<file path="config.mk">
export PLATFORM = sky130hd
export DESIGN_NAME = erx_txn_buffer_flat
export DESIGN_NICKNAME = d
export VERILOG_FILES = /design/src/rtl/erx_pkg.sv /design/src/rtl/erx_txn_buffer_if.sv /design/src/rtl/erx_txn_fifo.sv /design/src/rtl/erx_txn_buffer.sv /design/src/flat_wrapper.sv
export SDC_FILE = /design/constraint.sdc
export NUM_CORES = 2
export LEC_CHECK = 0
export BUFFER_PORTS_ARGS = -buffer_cell sky130_fd_sc_hd__buf_2
export CAP_MARGIN = 25
export CORE_ASPECT_RATIO = 1.25
export CORE_MARGIN = 2
export CORE_UTILIZATION = 45
export CTS_BUF_LIST = sky130_fd_sc_hd__clkbuf_4 sky130_fd_sc_hd__clkbuf_8
export DETAILED_ROUTE_END_ITERATION = 7
export GPL_TIMING_DRIVEN = 1
export PLACE_DENSITY = 0.64
export SLEW_MARGIN = 20
export SYNTH_ARGS = -nofsm -noshare
export SYNTH_HDL_FRONTEND = slang
export SYNTH_HIERARCHICAL = 1
export SYNTH_SLANG_ARGS = --single-unit
</file>
<file path="constraint.sdc">
create_clock -name rx_lclk_div4 -period 10.95 [get_ports rx_lclk_div4]
set_input_delay 0.5475 -clock rx_lclk_div4 [delete_from_list [all_inputs] [get_ports rx_lclk_div4]]
set_output_delay 0.5475 -clock rx_lclk_div4 [all_outputs]
set_load 0.02 [all_outputs]
</file>
<file path="src/rtl/erx_pkg.sv">
// Shared widths and packet layout for the eLink RX transaction buffer.
package erx_pkg;

    localparam int EMESH_DW = 32;
    localparam int EMESH_AW = 32;
    localparam int DM_W     = 2;
    localparam int CM_W     = 4;
    localparam int RX_PKT_W = 102;

    // Packet layout, LSB first: data, srcaddr, dstaddr, ctrlmode, datamode
    localparam int PKT_DATA_LSB = 0;
    localparam int PKT_SRC_LSB  = 32;
    localparam int PKT_DST_LSB  = 64;
    localparam int PKT_CM_LSB   = 96;
    localparam int PKT_DM_LSB   = 100;

    function automatic logic [RX_PKT_W-1:0] pack_rx_pkt(
        input logic [DM_W-1:0]     datamode,
        input logic [CM_W-1:0]     ctrlmode,
        input logic [EMESH_AW-1:0] dstaddr,
        input logic [EMESH_AW-1:0] srcaddr,
        input logic [EMESH_DW-1:0] data
    );
        logic [RX_PKT_W-1:0] p;
        p = '0;
        p[PKT_DATA_LSB +: EMESH_DW] = data;
        p[PKT_SRC_LSB  +: EMESH_AW] = srcaddr;
        p[PKT_DST_LSB  +: EMESH_AW] = dstaddr;
        p[PKT_CM_LSB   +: CM_W]     = ctrlmode;
        p[PKT_DM_LSB   +: DM_W]     = datamode;
        return p;
    endfunction

endpackage

</file>
<file path="src/rtl/erx_txn_buffer_if.sv">
// Decoder-side capture bus plus the two consumer-side valid/ready queues.
interface erx_txn_buffer_if;
    import erx_pkg::*;

    logic                in_access;
    logic                in_write;
    logic [DM_W-1:0]     in_datamode;
    logic [CM_W-1:0]     in_ctrlmode;
    logic [EMESH_AW-1:0] in_dstaddr;
    logic [EMESH_AW-1:0] in_srcaddr;
    logic [EMESH_DW-1:0] in_data;

    logic                emesh_rx_wr_wait;
    logic                emesh_rx_rd_wait;

    logic                wr_valid;
    logic                wr_ready;
    logic [RX_PKT_W-1:0] wr_packet;
    logic                rd_valid;
    logic                rd_ready;
    logic [RX_PKT_W-1:0] rd_packet;

    logic                wr_overflow;
    logic                rd_overflow;

    // Buffer side
    modport slave (
        input  in_access, in_write, in_datamode, in_ctrlmode,
               in_dstaddr, in_srcaddr, in_data, wr_ready, rd_ready,
        output emesh_rx_wr_wait, emesh_rx_rd_wait, wr_valid, wr_packet,
               rd_valid, rd_packet, wr_overflow, rd_overflow
    );

    // Decoder + consumer side
    modport master (
        output in_access, in_write, in_datamode, in_ctrlmode,
               in_dstaddr, in_srcaddr, in_data, wr_ready, rd_ready,
        input  emesh_rx_wr_wait, emesh_rx_rd_wait, wr_valid, wr_packet,
               rd_valid, rd_packet, wr_overflow, rd_overflow
    );

endinterface

</file>
<file path="src/rtl/erx_txn_fifo.sv">
// One show-ahead transaction queue: count-based full/empty, registered
// threshold wait and a sticky overflow flag for pushes dropped while full.
module erx_txn_fifo
    import erx_pkg::*;
#(
    parameter int DEPTH       = 16,
    parameter int AW          = 4,
    parameter int WAIT_THRESH = 10
) (
    input  logic                rx_lclk_div4,
    input  logic                reset,
    input  logic                push,
    input  logic                pop,
    input  logic [RX_PKT_W-1:0] push_pkt,
    output logic                head_valid,
    output logic [RX_PKT_W-1:0] head_pkt,
    output logic                fifo_wait,
    output logic                overflow
);

    localparam logic [AW:0] FULL_CNT   = (AW+1)'(DEPTH);
    localparam logic [AW:0] THRESH_CNT = (AW+1)'(WAIT_THRESH);

    logic [RX_PKT_W-1:0] mem [DEPTH];
    logic [AW-1:0]       wr_ptr;
    logic [AW-1:0]       rd_ptr;
    logic [AW:0]         count;
    logic [AW:0]         count_next;
    logic                full;
    logic                empty;
    logic                pop_ok;
    logic                push_ok;

    assign full   = (count == FULL_CNT);
    assign empty  = (count == '0);
    // A pop on an empty queue is meaningless (valid=0), so it is masked here.
    assign pop_ok = pop & ~empty;
    // When full, a same-cycle pop frees the slot the push lands in.
    assign push_ok = push & (~full | pop_ok);

    // Occupancy after this edge; the wait flag is derived from it so it moves with count.
    always_comb begin
        count_next = count + {{AW{1'b0}}, push_ok} - {{AW{1'b0}}, pop_ok};
    end

    // Pointers, count, wait and sticky overflow.
    always_ff @(posedge rx_lclk_div4 or posedge reset) begin
        if (reset) begin
            wr_ptr    <= '0;
            rd_ptr    <= '0;
            count     <= '0;
            fifo_wait <= 1'b0;
            overflow  <= 1'b0;
        end else begin
            if (push_ok) wr_ptr <= wr_ptr + AW'(1);
            if (pop_ok)  rd_ptr <= rd_ptr + AW'(1);
            count     <= count_next;
            fifo_wait <= (count_next >= THRESH_CNT);
            if (push & ~push_ok) overflow <= 1'b1;
        end
    end

    // Storage is deliberately not reset; valid gating hides stale contents.
    always_ff @(posedge rx_lclk_div4) begin
        if (push_ok) mem[wr_ptr] <= push_pkt;
    end

    assign head_valid = ~empty;
    assign head_pkt   = mem[rd_ptr];

endmodule

</file>
<file path="src/rtl/erx_txn_buffer.sv">
// Steers decoded eMesh transactions into independent write and read queues.
module erx_txn_buffer
    import erx_pkg::*;
#(
    parameter int DEPTH       = 16,
    parameter int AW          = 4,
    parameter int WAIT_THRESH = 10
) (
    input  logic          rx_lclk_div4,
    input  logic          reset,
    erx_txn_buffer_if.slave bus
);

    logic [RX_PKT_W-1:0] in_pkt;
    logic                wr_push;
    logic                rd_push;

    assign in_pkt  = pack_rx_pkt(bus.in_datamode, bus.in_ctrlmode, bus.in_dstaddr,
                                 bus.in_srcaddr, bus.in_data);
    assign wr_push = bus.in_access &  bus.in_write;
    assign rd_push = bus.in_access & ~bus.in_write;

    erx_txn_fifo #(
        .DEPTH      (DEPTH),
        .AW         (AW),
        .WAIT_THRESH(WAIT_THRESH)
    ) u_wr_fifo (
        .rx_lclk_div4(rx_lclk_div4),
        .reset       (reset),
        .push        (wr_push),
        .pop         (bus.wr_ready),
        .push_pkt    (in_pkt),
        .head_valid  (bus.wr_valid),
        .head_pkt    (bus.wr_packet),
        .fifo_wait   (bus.emesh_rx_wr_wait),
        .overflow    (bus.wr_overflow)
    );

    erx_txn_fifo #(
        .DEPTH      (DEPTH),
        .AW         (AW),
        .WAIT_THRESH(WAIT_THRESH)
    ) u_rd_fifo (
        .rx_lclk_div4(rx_lclk_div4),
        .reset       (reset),
        .push        (rd_push),
        .pop         (bus.rd_ready),
        .push_pkt    (in_pkt),
        .head_valid  (bus.rd_valid),
        .head_pkt    (bus.rd_packet),
        .fifo_wait   (bus.emesh_rx_rd_wait),
        .overflow    (bus.rd_overflow)
    );

endmodule

</file>
<file path="src/flat_wrapper.sv">
// flat-port wrapper written by rule: the top's interface ports become plain ports
module erx_txn_buffer_flat import erx_pkg::*;
#(
    parameter int DEPTH       = 16,
    parameter int AW          = 4,
    parameter int WAIT_THRESH = 10
)
  (rx_lclk_div4, reset, bus_in_access, bus_in_write, bus_in_datamode, bus_in_ctrlmode, bus_in_dstaddr, bus_in_srcaddr, bus_in_data, bus_wr_ready, bus_rd_ready, bus_emesh_rx_wr_wait, bus_emesh_rx_rd_wait, bus_wr_valid, bus_wr_packet, bus_rd_valid, bus_rd_packet, bus_wr_overflow, bus_rd_overflow);
  erx_txn_buffer_if bus_i ();
  input  logic rx_lclk_div4;
  input  logic reset;
  input wire logic [$bits(bus_i.in_access)-1:0] bus_in_access;
  input wire logic [$bits(bus_i.in_write)-1:0] bus_in_write;
  input wire logic [$bits(bus_i.in_datamode)-1:0] bus_in_datamode;
  input wire logic [$bits(bus_i.in_ctrlmode)-1:0] bus_in_ctrlmode;
  input wire logic [$bits(bus_i.in_dstaddr)-1:0] bus_in_dstaddr;
  input wire logic [$bits(bus_i.in_srcaddr)-1:0] bus_in_srcaddr;
  input wire logic [$bits(bus_i.in_data)-1:0] bus_in_data;
  input wire logic [$bits(bus_i.wr_ready)-1:0] bus_wr_ready;
  input wire logic [$bits(bus_i.rd_ready)-1:0] bus_rd_ready;
  output wire logic [$bits(bus_i.emesh_rx_wr_wait)-1:0] bus_emesh_rx_wr_wait;
  output wire logic [$bits(bus_i.emesh_rx_rd_wait)-1:0] bus_emesh_rx_rd_wait;
  output wire logic [$bits(bus_i.wr_valid)-1:0] bus_wr_valid;
  output wire logic [$bits(bus_i.wr_packet)-1:0] bus_wr_packet;
  output wire logic [$bits(bus_i.rd_valid)-1:0] bus_rd_valid;
  output wire logic [$bits(bus_i.rd_packet)-1:0] bus_rd_packet;
  output wire logic [$bits(bus_i.wr_overflow)-1:0] bus_wr_overflow;
  output wire logic [$bits(bus_i.rd_overflow)-1:0] bus_rd_overflow;
  assign bus_i.in_access = bus_in_access;
  assign bus_i.in_write = bus_in_write;
  assign bus_i.in_datamode = bus_in_datamode;
  assign bus_i.in_ctrlmode = bus_in_ctrlmode;
  assign bus_i.in_dstaddr = bus_in_dstaddr;
  assign bus_i.in_srcaddr = bus_in_srcaddr;
  assign bus_i.in_data = bus_in_data;
  assign bus_i.wr_ready = bus_wr_ready;
  assign bus_i.rd_ready = bus_rd_ready;
  assign bus_emesh_rx_wr_wait = bus_i.emesh_rx_wr_wait;
  assign bus_emesh_rx_rd_wait = bus_i.emesh_rx_rd_wait;
  assign bus_wr_valid = bus_i.wr_valid;
  assign bus_wr_packet = bus_i.wr_packet;
  assign bus_rd_valid = bus_i.rd_valid;
  assign bus_rd_packet = bus_i.rd_packet;
  assign bus_wr_overflow = bus_i.wr_overflow;
  assign bus_rd_overflow = bus_i.rd_overflow;
  erx_txn_buffer #(.DEPTH(DEPTH), .AW(AW), .WAIT_THRESH(WAIT_THRESH)) u_core (.rx_lclk_div4(rx_lclk_div4), .reset(reset), .bus(bus_i));
endmodule
</file>
==> run metrics <==
status completed; main combinational cell family by area after synthesis multiplexers; Reg2Reg Setup Slack 6.77 ns; worst path required time between 10 and 15 ns; Slew Limit Fails 0; setup bufs post-CTS 0; critical-path cell list and2_4, buf_4, buf_4, a221oi_1, a22oi_1, nand2_1, buf_2; Critical Path Sink Type output port; first-pass GRT wire length 469,000 µm; FILL cells 22,200; PortBufs 317; Comb power frac 33.1%; met3 WL roughly 23,000 µm; vias in the first global route 66,200; CTS tree done; PwrDens 256 nW/µm²; Hold Path Sink u_core/u_rd_fifo/mem[10][3]; slew at the pin with the worst max-slew slack 1.10 ns; clock share of power 25.8%; worst hold stages 1; first drt pass iteration count 6; final worst slack around 5.0 ns; Routability Congestion 0.744; critical path's slowest cell and2_4; fin area 142,000 µm²; share of synthesized registers carrying an async set or reset 0.911%; Synth area leader edfxtp_1; pre-CTS setup slack ~6 ns; WS Path Type flop to output port; number of synthesized flops with an enable pin approximately 3,300; cells after synthesis 6,050; largest net degree at the start of global routing 127; die span in x 477 µm; internal power 23.6 mW; M1 WL ~130,000 µm; VDD IR-drop max 0.000222 V; WL/cell 30.4 µm; Via density between 5 and 6; count leader, synth edfxtp_1; mux contribution to synthesized area 13.8%; crit path buf inv count 3; Synth top cells by count edfxtp_1, mux2i_1, mux4_2; number of H-tree levels 5; Primary FF master, synth edfxtp_1; CP top delay family buffers and inverters; Synth area leaders edfxtp_1, mux4_2, mux2i_1; post-DP HPWL between 150,000 and 200,000 µm; Synth-to-Final Area Change 12.8%; crit-path max cell delay 0.84 ns; sequential area share after synthesis between 70% and 80%; core area 279,000 µm²; Avg Cell Area, Syn 20.8 µm²; yosys warns 6; adder-cell share of the synthesized area 0.250%; Final period util 54.4%; clk slew on worst S/H paths 0.06 ns; row count 217; Reg-to-Reg Start u_core/u_rd_fifo/count[2]; initial detailed-routing violation count about 6,600; Bufs on Longest Clock Path 4; top cell type's share of synthesized area 77.8%; Worst slew margin 26.6%; Syn Std Cell Area 126,000 µm²; fmax 0.168 GHz; io pins 318; Final Skew 0.0677 ns; CP arrival 5.40 ns; FF-to-FF path depth 10; detailed-route via count 64,400; antenna violations before repair 28; Yosys cell types 38; Syn Nets 6,182; Hold Path Origin bus_in_data[3]; Worst-Skew Late Latency 1.03 ns; final antenna-violating net count 0; nets 6,869; sequential power share 41.0%; DIE AREA 284,000 µm²; dpl cell area 132,000 µm²; Post-Route WL about 330,000 µm; # clock sinks 3,294; GR Overflow Total 0; # setup viols final 0; Hold Fails Final Rpt 0; NetSw 12.8 mW; setup_tns 0 ns; cell leakage power around 47 nW; share of cells above drive strength 1 between 20% and 30%; Crit Path Max Fanout 59; DR WL met2 167,000 µm; TritonCTS buffer count 480; Initial Util 45.1%; min Tclk post-route 5.95 ns; worst hold path class input port to flop; CTS root buffer clkbuf_8; most used cell, CP buf_4; reg2reg end u_core/u_rd_fifo/mem[4][29]; xor/xnor share of the synthesized area 0.125%; drc violations 0; maxcap violations 0; sw frac 35.2%; die extent in y 596 µm; complex-gate fraction of the synthesized area 5.00%; top layer in use met5; RSZ-0062 raised after global routing no; simple-gate share of the synthesized area 0.895%; number of synthesized register bits 3,294; startpoint class of the critical path flop; gr usage total 22.8%
## power by group through the flow
stage          clock network [mW]  registers [mW]  logic [mW]
6_report                     9.42            15.0        12.1
5_1_grt                      10.1            15.0        12.8
2_1_floorplan                   0            15.0        8.01
3_5_place_dp                    0            15.2        12.2
4_1_cts                      9.62            15.0        12.2
3_3_place_gp                    0            15.2        12.1
## per-stage QoR
stage	instances	total power, mW	util, %	hold slack [ns]
floorplan	6050	23.0	-	0.449
detailed placement	9874	27.4	47.3	0.458
CTS	10800	36.8	50.9	0.000558
global placement	9874	27.3	47.3	0.444
finish	10900	36.4	50.9	0.0845
global route	10900	37.9	50.9	0.0497
## worst max path at each step
stage,depth (start not counted),to,from,slack [ns]
after floorplan,5,u_core/u_rd_fifo/mem[3][0],bus_in_write,1.89
after global placement,7,bus_rd_packet[78],u_core/u_rd_fifo/rd_ptr[1],6.01
after detailed placement,7,bus_rd_packet[78],u_core/u_rd_fifo/rd_ptr[1],5.99
after CTS,7,bus_rd_packet[78],u_core/u_rd_fifo/rd_ptr[1],4.88
after global routing,7,bus_wr_packet[75],u_core/u_wr_fifo/rd_ptr[0],4.90
final,7,bus_rd_packet[78],u_core/u_rd_fifo/rd_ptr[2],5.00
## kinds of logic after synthesis
kind of cell / Yosys count
flops: 3294
simple gates: 278
fa+ha+maj: 24
mux: 1226
xor+xnor: 18
buf+inv: 378
compound gates: 832
## cell type report
type / count / area [µm²] / share of cell area (%)
timing repair buffer: 553 / 3880 / 2.73
tap: 3723 / 4660 / 3.28
clock inverter: 228 / 1190 / 0.839
sequential: 3294 / 98800 / 69.5
multi-input combinational: 2378 / 25500 / 18.0
antenna: 10 / 25.0 / 0.0176
inverter: 30 / 123 / 0.0863
clock buffer: 646 / 7950 / 5.59
## what timing repair did
action | CTS | global route
endpoints found under the setup margin | 0 | 0
hold buffers | 101 | 0
resized for setup | 0 | 0
endpoints found under the hold margin | 2573 | 0
## sequential cells by signal, summed over array words and instances (netlist names), 4 cells and up
signal                   flops
u_core/u_rd_fifo/count       5
u_core/u_wr_fifo/wr_ptr      4
u_core/u_rd_fifo/wr_ptr      4
u_core/u_wr_fifo/mem      1632
u_core/u_rd_fifo/rd_ptr      4
u_core/u_wr_fifo/rd_ptr      4
u_core/u_rd_fifo/mem      1632
u_core/u_wr_fifo/count       5
## layout by cell type, fill, tap and decap left out, types with 3 or more instances in the layout
cell           count
dfrtp_1           22
inv_6              6
buf_4            112
inv_1             28
o21ai_0          206
xor2_1             4
mux4_2           408
ha_1              22
edfxtp_1        3264
nor2_4            24
inv_8              3
buf_12            21
dfrtp_4            8
a221oi_1         398
nand2_1          218
nor3_2             8
clkinvlp_4         6
xnor2_1           14
nand2b_1           8
diode_2           10
dlygate4sd3_1    101
a22oi_1          204
clkinv_2          60
clkbuf_8         495
clkbuf_4         151
a21oi_1            4
bufinv_16          7
buf_2            317
mux2i_1          816
a221oi_2          10
clkinv_1         147
## layer usage
| metal | vias up | GRT usage, % |
|---|---|---|
| li1 | 26900 | - |
| met1 | 34300 | 29.3 |
| met2 | 2571 | 39.2 |
| met3 | 585 | 4.05 |
| met4 | 16 | 7.86 |
| met5 | - | 0 |
No activity file was read; power rests on OpenSTA's default activity.
